$ cat config.mk
export PLATFORM = sky130hd
export DESIGN_NAME = seg_scan_driver
export DESIGN_NICKNAME = d
export VERILOG_FILES = /design/src/rtl/seg_pkg.sv /design/src/rtl/glyph_decode.sv /design/src/rtl/seg_scan_driver.sv
export SDC_FILE = /design/constraint.sdc
export NUM_CORES = 1
export LEC_CHECK = 0
export CAP_MARGIN = 20
export CORE_MARGIN = 5
export CORE_UTILIZATION = 45
export CTS_CLUSTER_DIAMETER = 100
export CTS_CLUSTER_SIZE = 28
export DETAILED_ROUTE_END_ITERATION = 10
export PLACE_DENSITY = 0.66
export SKIP_CTS_REPAIR_TIMING = 1
export SYNTH_ARGS = -nofsm -noshare
export SYNTH_HDL_FRONTEND = slang
export SYNTH_HIERARCHICAL = 1
export SYNTH_SLANG_ARGS = --single-unit
$ cat constraint.sdc
create_clock -name clk -period 5.2 [get_ports clk]
set_clock_uncertainty 0.05 [all_clocks]
set_input_delay 1.04 -clock clk [delete_from_list [all_inputs] [get_ports clk]]
set_output_delay 1.04 -clock clk [all_outputs]
set_load 0.03 [all_outputs]
$ cat src/rtl/seg_pkg.sv
// rtl/seg_pkg.sv - shared glyph codes and segment patterns for the 7-segment scan driver
package seg_pkg;

  localparam logic [3:0] GLYPH_OFF  = 4'hA;
  localparam logic [3:0] GLYPH_DASH = 4'hB;
  localparam logic [3:0] GLYPH_H    = 4'hC;
  localparam logic [3:0] GLYPH_L    = 4'hD;
  localparam logic [3:0] GLYPH_E    = 4'hE;
  localparam logic [3:0] GLYPH_P    = 4'hF;

  localparam logic [6:0] SEG_BLANK = 7'b1111111;

  // Active-low {g,f,e,d,c,b,a}
  function automatic logic [6:0] glyph_pattern(input logic [3:0] code);
    logic [6:0] p;
    case (code)
      4'h0:       p = 7'b1000000;
      4'h1:       p = 7'b1111001;
      4'h2:       p = 7'b0100100;
      4'h3:       p = 7'b0110000;
      4'h4:       p = 7'b0011001;
      4'h5:       p = 7'b0010010;
      4'h6:       p = 7'b0000010;
      4'h7:       p = 7'b1011000;
      4'h8:       p = 7'b0000000;
      4'h9:       p = 7'b0010000;
      GLYPH_OFF:  p = SEG_BLANK;
      GLYPH_DASH: p = 7'b0111111;
      GLYPH_H:    p = 7'b0001001;
      GLYPH_L:    p = 7'b1000111;
      GLYPH_E:    p = 7'b0000110;
      default:    p = 7'b0001100;
    endcase
    return p;
  endfunction

endpackage

$ cat src/rtl/glyph_decode.sv
// rtl/glyph_decode.sv - combinational 4-bit glyph code to active-low segment pattern
module glyph_decode
  import seg_pkg::*;
(
  input  logic [3:0] code,
  output logic [6:0] pattern
);

  assign pattern = glyph_pattern(code);

endmodule

$ cat src/rtl/seg_scan_driver.sv
// rtl/seg_scan_driver.sv - double-buffered multiplexed common-anode 7-segment scan driver
module seg_scan_driver
  import seg_pkg::*;
#(
  parameter int NUM_DIGITS   = 4,
  parameter int SCAN_DIV     = 50000,
  parameter int BLINK_FRAMES = 64
) (
  input  logic                    clk,
  input  logic                    rst,
  input  logic                    load,
  input  logic [4*NUM_DIGITS-1:0] codes,
  input  logic [NUM_DIGITS-1:0]   blink_mask,
  input  logic                    lz_en,
  input  logic                    blank_all,
  output logic [6:0]              seg,
  output logic [NUM_DIGITS-1:0]   an,
  output logic                    upd_pend,
  output logic                    frame_tick
);

  localparam int IW = $clog2(NUM_DIGITS);
  localparam int PW = $clog2(SCAN_DIV);
  localparam int FW = $clog2(BLINK_FRAMES + 1);
  localparam int CW = 4 * NUM_DIGITS;
  localparam logic [CW-1:0] CODES_OFF = {NUM_DIGITS{GLYPH_OFF}};

  logic [PW-1:0]         presc_q, presc_d;
  logic [IW-1:0]         idx_q, idx_d;
  logic [FW-1:0]         frame_cnt_q, frame_cnt_d;
  logic                  blink_phase_q, blink_phase_d;
  logic [CW-1:0]         shadow_q, shadow_d;
  logic [CW-1:0]         active_q, active_d;
  logic                  upd_pend_q, upd_pend_d;
  logic                  frame_tick_q, frame_tick_d;
  logic [6:0]            seg_q, seg_d;
  logic [NUM_DIGITS-1:0] an_q, an_d;

  logic       dwell_end;
  logic       frame_end;
  logic [3:0] cur_code;
  logic       cur_blink;
  logic       lead_zero;
  logic [6:0] cur_pattern;

  glyph_decode u_glyph_decode (
    .code    (cur_code),
    .pattern (cur_pattern)
  );

  always_comb begin
    presc_d       = presc_q;
    idx_d         = idx_q;
    frame_cnt_d   = frame_cnt_q;
    blink_phase_d = blink_phase_q;
    shadow_d      = shadow_q;
    active_d      = active_q;
    upd_pend_d    = upd_pend_q;
    frame_tick_d  = 1'b0;
    seg_d         = SEG_BLANK;
    an_d          = '1;
    cur_code      = GLYPH_OFF;
    cur_blink     = 1'b0;
    lead_zero     = 1'b1;

    dwell_end = (presc_q == PW'(SCAN_DIV - 1));
    frame_end = dwell_end && (idx_q == IW'(NUM_DIGITS - 1));

    presc_d = dwell_end ? '0 : presc_q + PW'(1);
    if (dwell_end) begin
      idx_d = frame_end ? '0 : idx_q + IW'(1);
    end

    // Commit reads the pre-edge shadow, so a boundary-cycle load stays pending.
    if (frame_end) begin
      frame_tick_d = 1'b1;
      if (upd_pend_q) begin
        active_d   = shadow_q;
        upd_pend_d = 1'b0;
      end
      if (frame_cnt_q == FW'(BLINK_FRAMES - 1)) begin
        frame_cnt_d   = '0;
        blink_phase_d = ~blink_phase_q;
      end else begin
        frame_cnt_d = frame_cnt_q + FW'(1);
      end
    end

    if (load) begin
      shadow_d   = codes;
      upd_pend_d = 1'b1;
    end

    for (int i = 0; i < NUM_DIGITS; i++) begin
      if (idx_q == IW'(i)) begin
        cur_code  = active_q[4*i +: 4];
        cur_blink = blink_mask[i];
      end
      if (i >= int'(idx_q) && active_q[4*i +: 4] != 4'h0) begin
        lead_zero = 1'b0;
      end
    end

    if (blank_all) begin
      seg_d = SEG_BLANK;
    end else if (cur_blink && blink_phase_q) begin
      seg_d = SEG_BLANK;
    end else if (lz_en && idx_q != '0 && lead_zero) begin
      seg_d = SEG_BLANK;
    end else begin
      seg_d = cur_pattern;
    end

    // First cycle of each dwell keeps all anodes off to avoid ghosting.
    if (!blank_all && presc_q != '0) begin
      for (int i = 0; i < NUM_DIGITS; i++) begin
        an_d[i] = (idx_q != IW'(i));
      end
    end
  end

  always_ff @(posedge clk or posedge rst) begin
    if (rst) begin
      presc_q       <= '0;
      idx_q         <= '0;
      frame_cnt_q   <= '0;
      blink_phase_q <= 1'b0;
      shadow_q      <= CODES_OFF;
      active_q      <= CODES_OFF;
      upd_pend_q    <= 1'b0;
      frame_tick_q  <= 1'b0;
      seg_q         <= SEG_BLANK;
      an_q          <= '1;
    end else begin
      presc_q       <= presc_d;
      idx_q         <= idx_d;
      frame_cnt_q   <= frame_cnt_d;
      blink_phase_q <= blink_phase_d;
      shadow_q      <= shadow_d;
      active_q      <= active_d;
      upd_pend_q    <= upd_pend_d;
      frame_tick_q  <= frame_tick_d;
      seg_q         <= seg_d;
      an_q          <= an_d;
    end
  end

  assign seg        = seg_q;
  assign an         = an_q;
  assign upd_pend   = upd_pend_q;
  assign frame_tick = frame_tick_q;

endmodule
## Yosys cells after proc, flatten, opt, wreduce, memory -nomap -nowiden

Memories as Yosys holds them, arrays and structs flattened.
Cells that the tools add are included.
Widths: inputs -> output; s select.

- Memories kept: 1
- Output and inout bits: 13
- ROM bits: 112
- Register bits after elaboration: 71

- Order comparisons: 3
- Muxes and demuxes: 22
- $add $sub $neg: 3
- Equal/unequal tests: 8
- Reductions and logical operators: 19
- Bitwise gates (word level): 1

Memory list:

| name | depth | bits a word | rd ports | clocked after Yosys merged registers in | write ports | RTL line | RTL |
|---|---|---|---|---|---|---|---|
| (no name shown) | 16 | 7 | 1 | 0 | 0 | seg_pkg.sv:16 | `case (code)` |

Operators with widths:

| cell | number |
|---|---|
| $mux 7 | 4 |
| $mux 4 | 5 |
| $add 16x1->16 const B | 1 |
| $eq 16x16->1 const B | 1 |
| $mux 16 | 1 |
| $reduce_bool 16->1 | 1 |
| $reduce_bool 4->1 | 4 |
| $mux 1 | 11 |
| $logic_and 1x1->1 | 8 |
| $add 7x1->7 const B | 1 |
| $eq 7x6->1 const B | 1 |
| $eq 2x2->1 const B | 2 |
| $ge 1x2->1 const A | 2 |
| $ne 2x2->1 const B | 2 |
| $reduce_and 2->1 | 2 |
| $reduce_bool 2->1 | 2 |
| $add 2x1->2 const B | 1 |
| $eq 2x1->1 const B | 1 |
| $ge 2x2->1 const A | 1 |
| $logic_not 2->1 | 1 |
| $mux 2 | 1 |
| $ne 2x1->1 const B | 1 |
| $logic_not 1->1 | 1 |
| $not 1->1 | 1 |

## Depth between registers and ports, before layout

Gate-level depths: netlist (run 1).

- Depth in word-level cells: 10
- Gate-level depth with buffers: 14
- Depth with buffers taken out: 12

## By module

Netlist (run 1), hierarchy kept.

Modules (own cells, without submodules):

| module | area an instance (µm²) | cells an instance | instances |
|---|---|---|---|
| seg_scan_driver | 3225.6 | 273 | 1 |
| glyph_decode | 256.5 | 28 | 1 |

## Least setup slack after synthesis (run 1)

OpenSTA, ideal clock, no wires.

- Path type: reg-to-reg
- From: register idx_q[1]
- To: register seg_q[6], in the netlist seg[6]
- Arrival: 2.393 ns
- Required time: 5.049 ns
- Path slack: 2.656 ns
- Stages on the path, launching flop included: 12
- Setup time: 0.101 ns
- Cell sequence: dfrtp_1 -> inv_1 -> ha_1 -> clkbuf_1 -> and3b_1 -> a21oi_1 -> o21ai_0 -> mux2_2 -> ha_1 -> mux4_2 -> nor2_1 -> nand3_1

- Elaborated cells between the ends (all ways): 30
- Classes of those cells: 3 x order compare; 3 x eq/ne; 15 x mux; 8 x reduce/logical; 1 x memory

RTL lines:

| what | RTL line | RTL |
|---|---|---|
| start, declared | seg_scan_driver.sv:29 | `logic [IW-1:0] idx_q, idx_d;` |
| start signal, assigned | seg_scan_driver.sv:136 | `idx_q <= idx_d;` |
| $logic_not 2->1 | seg_scan_driver.sv:95 | `if (idx_q == IW'(i)) begin` |
| $mux 4 (3 in a row) | seg_scan_driver.sv:95 |  |
| $mux 4 (*) | seg_scan_driver.sv:95 |  |
| net cur_code[0] | seg_scan_driver.sv:41 | `logic [3:0] cur_code;` |
| $mem_v2 16x7 (*) | -- |  |
| net cur_pattern[6] | seg_scan_driver.sv:44 | `logic [6:0] cur_pattern;` |
| $mux 7 (*) | seg_scan_driver.sv:108 | `end else if (lz_en && idx_q != '0 && lead_zero) begin` |
| $mux 7 (*) | seg_scan_driver.sv:106 | `end else if (cur_blink && blink_phase_q) begin` |
| $mux 7 (*) | seg_scan_driver.sv:104 | `if (blank_all) begin` |
| net seg_d[6] | seg_scan_driver.sv:36 | `logic [6:0] seg_q, seg_d;` |
| end signal, assigned | seg_scan_driver.sv:143 | `seg_q <= seg_d;` |
| end, declared | seg_scan_driver.sv:36 |  |

Mark *: on every way through the listed nets, which the timed path passes. The rest lies on a longest branch.
A chain may end at the register's enable or synchronous reset.

## Worst setup path in the final report (run 1)

Same ends and word-level chain as after synthesis.

==> metrics.md, run 1 <==
| Metric | Value |
|---|---|
| Clock-pin slew on the worst setup and hold paths | around 70 ps |
| Async SR Flop Fraction | 100% |
| RSZ-0062 raised after global routing | no |
| # clock sinks | 71 |
| Peak VDD IR | ~0.14 mV |
| Main combinational cell family by area after synthesis | simple AND/OR/NAND/NOR gates |
| Total global routing track utilization | between 10% and 20% |
| Signed area change from the synthesized netlist to the final layout | 18.0% |
| Most frequent cells in the layout | dfrtp_1 (44), clkdlybuf4s50_1 (37), mux2_2 (36) |
| Final Wtd Congestion | ~0.85 |
| Period Utilization, post-route | a little over half |
| Final-report setup violation count | 0 |
| Routed wirelength normalized by instance count | between 10 and 15 µm |
| Overflow left after global routing | 0 |
| Hold WC Path Type | reg -> reg |
| Data arrival at the endpoint of the critical path | slightly above 3000 ps |
| Number of antenna violations at the first check in global routing | 0 |
| Sequential share of the synthesized area | between 50 and 60% |
| Run status | finished clean |
| Type of destination of the critical path | flip-flop |
| Final-stage net count | 378 |
| Number of top-level pins | 38 |
| Synth Warn # | 6 |
| Setup Crit Path Kind | reg -> reg |
| Minimum period implied by the final worst setup slack | approximately 2800 ps |
| Share of post-route cells with drive strength above 1 | between 20% and 30% |
| Gate Count Post-Synth | 301 |
| Drt via density | approximately 5.2 |
| Average footprint of a synthesized cell | between 10 and 15 µm² |
| Flop pwr share | a little under three fifths |
| Post-Synth XOR/XNOR Area | under 10% |
| Critical path startpoint category | flip-flop |
| Deepest level of the CTS H-tree | 3 |
| Detailed-route via count | 2321 |
| Detailed Route WL | around 6400 µm |
| Setup TNS | 0 ps |
| Simple-gate share of the synthesized area | between 15 and 20% |
| Number of core rows | 32 |
| Synth cell types | between 40 and 50 |
| Slew Limit Headroom | 41.1% |
| Share of the core filled with cells | roughly 54% |
| Primary flip-flop cell chosen by synthesis mapping | dfrtp_1 |
| Clock share of power | 38.2% |
| Switching part of the total | between 20% and 30% |
| Number of detailed-routing iterations run before antenna repair | 4 |
| Netlist area before placement | about 3500 µm² |
| Most frequent standard cell in the layout excluding fill and tap cells | dfrtp_1 |
| Multiplexer area fraction after synthesis | roughly 15% |
| Number of nets still failing antenna checks after routing | 0 |
| Clk Tree Root Cell | clkbuf_8 |
| Total Die Area | roughly 9600 µm² |
| Internal cell power | 0.807 mW |
| Clock tree from TritonCTS | built |
| Area fraction in compound gates after synthesis | approximately 5.2% |
| Met1 Wirelength | 3040 µm |
| Post-route DRC | 0 |
| Count of input and output buffers | 37 |
| Adder and majority cell fraction of the synthesized area | ~5.4% |
| Pin count of the biggest net entering global routing | 44 |
| Placement-stage cell area | roughly 4000 µm² |
| Layout fillers | 691 |
| Clock network latency to the later pin of the worst-skew pair | about 340 ps |
| DRC marker count from the first detailed-route iteration | between 80 and 90 |
| Seq cells post-synth | 71 |
| # Max-Cap Violations | 0 |
| CP Data Required Time | 5380 ps |
| Total count of max-transition violations in the final report | 0 |
| Core Region | around 7600 µm² |
| Horizontal die dimension | 98.0 µm |
| Slew @ Worst Pin | between 800 and 900 ps |
| Final Hold Fails | 0 |
| ANT cells | 0 |
| Global-route wire length before repair | roughly 11000 µm |
| Maximum achievable frequency | between 300 and 400 MHz |
| Hold Path Stages | 1 |
| Maximum fanout encountered on the critical timing path | 10 |
| Combinational fraction of design power | under 10% |
| Initial core utilization | 45.5% |
| Top Metal Used | met4 |
| Number of nets produced by synthesis | between 300 and 400 |
| Number of global-route vias before repair | roughly 2400 |
| Post-synth EDFFs | 0 |
| Reported net switching power | ~0.24 mW |
| Met3 Wirelength | ~240 µm |
| Reg2Reg Depth | 10 |
| Post-route cell area | 4110 µm² |
| Leak Pwr | ~1.8 nW |
| Ratio of total power to cell area | ~250 nW/µm² |
| Clk buf depth | 2 |
| Routed length on met2 | 3030 µm |
| TritonCTS buffer count | 9 |
| Die height | 98.0 µm |
| HPWL after detailed placement | roughly 4600 µm |
==> registers in the layout, indices dropped and copies added, names as in the netlist, 2 cells and up <==
name         cells
presc_q         16
seg              7
shadow_q        16
an               4
idx_q            2
frame_cnt_q      7
active_q        16
==> critical path, stage by stage, from the launching register on <==
cell and delay [ps]:
dfrtp_1 420, inv_1 120, ha_1 390, and3b_1 230, a21oi_1 150, o21ai_0 110, mux2_2 320, ha_1 250
mux4_2 480, nor2_1 100, nand3_1 90
==> cell families (layout without fill, tap and decap cells) <==
logic type	Yosys count	in the layout
adder cells (fa/ha/maj)	15	15
flip-flops	71	71
AO/OA/AOI/OAI	30	30
XOR/XNOR	14	14
AND/OR/NAND/NOR	101	101
buffers and inverters	25	67
multiplexers	45	45
==> layout make-up <==
class                      instances  area, µm²  share of cell area (%)
clock inverter                     5       32.5                   0.792
clock buffer                      11        151                    3.68
tap                              102        128                    3.11
timing repair buffer              38        378                    9.20
multi-input combinational        205       1560                    38.0
sequential                        71       1810                    44.1
inverter                          13       48.8                    1.19
==> path summary, 6_finish.rpt <==
check | endpoint | startpoint | slack, ps
setup / recovery | seg[6] | idx_q[1] | 2370
hold / removal | blink_phase_q | blink_phase_q | 420
setup reg to reg | seg[6] | idx_q[1] | 2370
hold reg to reg | blink_phase_q | blink_phase_q | 420
max in group asynchronous | shadow_q[3] | rst | 3030
min in group asynchronous | frame_cnt_q[5] | rst | 1140
==> per-layer routing <==
metal	vias up	track usage, %
met5	-	0
met1	1125	19.9
met4	0	6.39
met3	11	2.86
li1	1131	-
met2	54	22.3
==> power groups by stage <==
stage                     logic [mW]  clock network [mW]  registers, mW
final                         0.0624               0.399          0.581
after global routing          0.0687               0.434          0.584
after CTS                     0.0640               0.412          0.582
after detailed placement      0.0640                   0          0.592
after global placement        0.0631                   0          0.591
after floorplan               0.0277                   0          0.595
==> cell usage after synthesis (2+ instances only) <==
cell type  instances  area [µm²]
a21oi_1            5        25.0
a31oi_1            2        12.5
and2_1             2        12.5
and3_1             3        18.8
and3b_1            2        17.5
and4_1             2        17.5
buf_1              2        7.51
buf_2              2        10.0
buf_6              2        22.5
clkbuf_1           6        22.5
dfrtp_1           44        1100
dfstp_2           27         709
ha_1              15         188
inv_1             13        48.8
mux2_2            36         405
mux2_4             2        30.0
mux2i_1            6        60.1
nand2_1           23        86.3
nand2b_1           2        12.5
nand3_1           20         100
nand4_1            4        25.0
nor2_1            19        71.3
nor2b_1            3        18.8
nor3_1             4        20.0
nor4_1             4        25.0
o21ai_0           12        60.1
o21ai_1            2        10.0
or3_1              3        18.8
or4_4              2        22.5
xnor2_1            5        43.8
xor2_1             9        78.8
==> through the flow <==
step	power [mW]	cells	worst slack, ps	hold slack [ps]
2_1_floorplan	0.623	301	2360	388
3_3_place_gp	0.654	429	2330	401
3_5_place_dp	0.656	429	2340	407
4_1_cts	1.06	445	2360	424
5_1_grt	1.09	445	2120	449
6_report	1.04	445	2370	420
(Power assumes the default switching activity.)
==> inputs of run 2 (changes only) <==
clock period = 2.7 ns   (was 5.2 ns; I/O delays follow)
==> run 2 against run 1 <==
  * Flip-flop and latch count stayed put
  * Critical path depth is 1 higher
  * Critical endpoint is now seg[2]
  * Routed wire length is 3.4% higher
  * Sequential share of layout area fell by 1.8 points
  * Total power is 140% higher
  * Setup slack worse by 2200 ps
  * Hold slack worse by 3.5 ps
  * Largest cell class unchanged
  * Combinational power grew 99%
  * Via count up 1.2%
==> metrics.md, run 2 (synthesis gave the netlist of run 1 again) <==
| Metric | Value |
|---|---|
| Type of destination of the critical path | flip-flop (unchanged) |
| Share of post-route cells with drive strength above 1 | 28.2% (was 26.2%) |
| Initial core utilization | 45.5% (unchanged) |
| Period Utilization, post-route | 94.0% (was 54.5%) |
| Number of core rows | 32 (unchanged) |
| Horizontal die dimension | 98.0 µm (unchanged) |
| Final Wtd Congestion | 0.874 (was 0.853) |
| Number of antenna violations at the first check in global routing | 0 (unchanged) |
| HPWL after detailed placement | 4760 µm (was 4590 µm) |
| # clock sinks | 71 (unchanged) |
| Drt via density | 5.23 (was 5.22) |
| Die height | 98.0 µm (unchanged) |
| Clock tree from TritonCTS | built (unchanged) |
| Total count of max-transition violations in the final report | 0 (unchanged) |
| Slew @ Worst Pin | 791 ps (was 883 ps) |
| Setup Crit Path Kind | reg -> reg (unchanged) |
| Post-route DRC | 0 (unchanged) |
| Critical path startpoint category | flip-flop (unchanged) |
| Slack of the critical path | 161 ps (was 2370 ps) |
| # Max-Cap Violations | 0 (unchanged) |
| Post-Place Cells | 433 (was 429) |
| Number of nets still failing antenna checks after routing | 0 (unchanged) |
| Run status | finished clean (unchanged) |
| Total Die Area | 9600 µm² (unchanged) |
| Global-route wire length before repair | 11400 µm (was 11300 µm) |
| Deepest level of the CTS H-tree | 3 (unchanged) |
| Clk Tree Root Cell | clkbuf_8 (unchanged) |
| Overflow left after global routing | 0 (unchanged) |
| Most frequent standard cell in the layout excluding fill and tap cells | dfrtp_1 (unchanged) |
| Maximum fanout encountered on the critical timing path | 8 (was 10) |
| Number of cells in the finished layout apart from fillers | 449 (was 445) |
| Pin count of the biggest net entering global routing | 72 (was 44) |
| Ratio of total power to cell area | 572 nW/µm² (was 254 nW/µm²) |
| Number of global-route vias before repair | 2385 (was 2358) |
| Leak Pwr | 1.85 nW (was 1.78 nW) |
| Maximum achievable frequency | 394 MHz (was 353 MHz) |
| Clock-pin slew on the worst setup and hold paths | 80 ps (was 70 ps) |
| ANT cells | 0 (unchanged) |
| Peak VDD IR | 0.272 mV (was 0.141 mV) |
| Largest registers | active_q x16, presc_q x16, shadow_q x16 (unchanged) |
| Number of detailed-routing iterations run before antenna repair | 4 (unchanged) |
| Minimum period implied by the final worst setup slack | 2540 ps (was 2830 ps) |
| Clk buf depth | 2 (unchanged) |
| Setup TNS | 0 ps (unchanged) |
| Most frequent cells in the layout | dfrtp_1 (44), clkdlybuf4s50_1 (37), mux2_2 (36) (unchanged) |
| Count of input and output buffers | 37 (unchanged) |
| Detailed-route via count | 2350 (was 2321) |
| Hold WC Path Type | reg -> reg (unchanged) |
| Signed area change from the synthesized netlist to the final layout | 23.1% (was 18.0%) |
| Slew Limit Headroom | 47.1% (was 41.1%) |
| Detailed Route WL | 6640 µm (was 6420 µm) |
| TritonCTS buffer count | 9 (unchanged) |
| DRC marker count from the first detailed-route iteration | 51 (was 88) |
| Final Hold Fails | 0 (unchanged) |
| Share of the core filled with cells | 56.1% (was 53.7%) |
| Data arrival at the endpoint of the critical path | 2730 ps (was 3020 ps) |
| Core Region | 7650 µm² (unchanged) |
| Final-stage net count | 382 (was 378) |
| Number of top-level pins | 38 (unchanged) |
| Total global routing track utilization | 14.9% (was 14.5%) |
| CP Data Required Time | 2890 ps (was 5380 ps) |
| Post-Place Worst Slack | 112 ps (was 2340 ps) |
| Clock network latency to the later pin of the worst-skew pair | 340 ps (about the same) |
| Routed wirelength normalized by instance count | 14.8 µm (was 14.4 µm) |
| Final-report setup violation count | 0 (unchanged) |
## run 2: cell type report
class	instances	area [µm²]
Clock buffer	9	124
Clock inverter	7	168
Fill cell	675	3360
Inverter	13	48.8
Multi-Input combinational cell	205	1590
Sequential cell	71	1810
Tap cell	102	128
Timing Repair Buffer	42	420
## run 2: worst max-delay path, stage by stage, from the launching register on
cell and delay, ps:
dfrtp_1 420, inv_1 200, ha_4 210, nand2b_1 70, mux2i_1 140, o21ai_0 100, mux2_2 350, ha_1 220
mux2_4 260, mux2_4 250, nor2_1 80, nand3_1 80
## run 2: where the power goes
part | internal (mW) | switching, mW
combinational | 0.0686 | 0.0557
sequential | 1.11 | 0.0130
clock | 0.805 | 0.404
## run 2: path summary, 6_finish.rpt
| kind | start | endpoint | slack [ps] | cells past startpoint |
|---|---|---|---|---|
| worst min-delay path | blink_phase_q | blink_phase_q | 420 | 1 |
| worst max-delay path | idx_q[1] | seg[2] | 160 | 11 |
| max in group asynchronous | rst | seg[3] | 1690 | 3 |
| worst max register to register | idx_q[1] | seg[2] | 160 | 11 |
| worst min register to register | blink_phase_q | blink_phase_q | 420 | 1 |
| min in group asynchronous | rst | frame_cnt_q[6] | 530 | 3 |
## run 2: per-layer routing
metal / vias up / part of all wire (%) / GRT usage, %
li1: 1137 / - / -
met1: 1140 / 45 / 19.0
met2: 57 / 48 / 23.8
met3: 16 / 3.9 / 3.50
met4: 0 / 2.6 / 7.35
met5: - / 0 / 0
## run 2: through the flow
stage	power [mW]	cell area (µm²)	hold WS, ps
finish	2.45	4290	416
global route	2.55	4290	434
CTS	2.49	4260	419
detailed placement	1.27	3970	409
global placement	1.26	3970	400
floorplan	1.20	3480	388
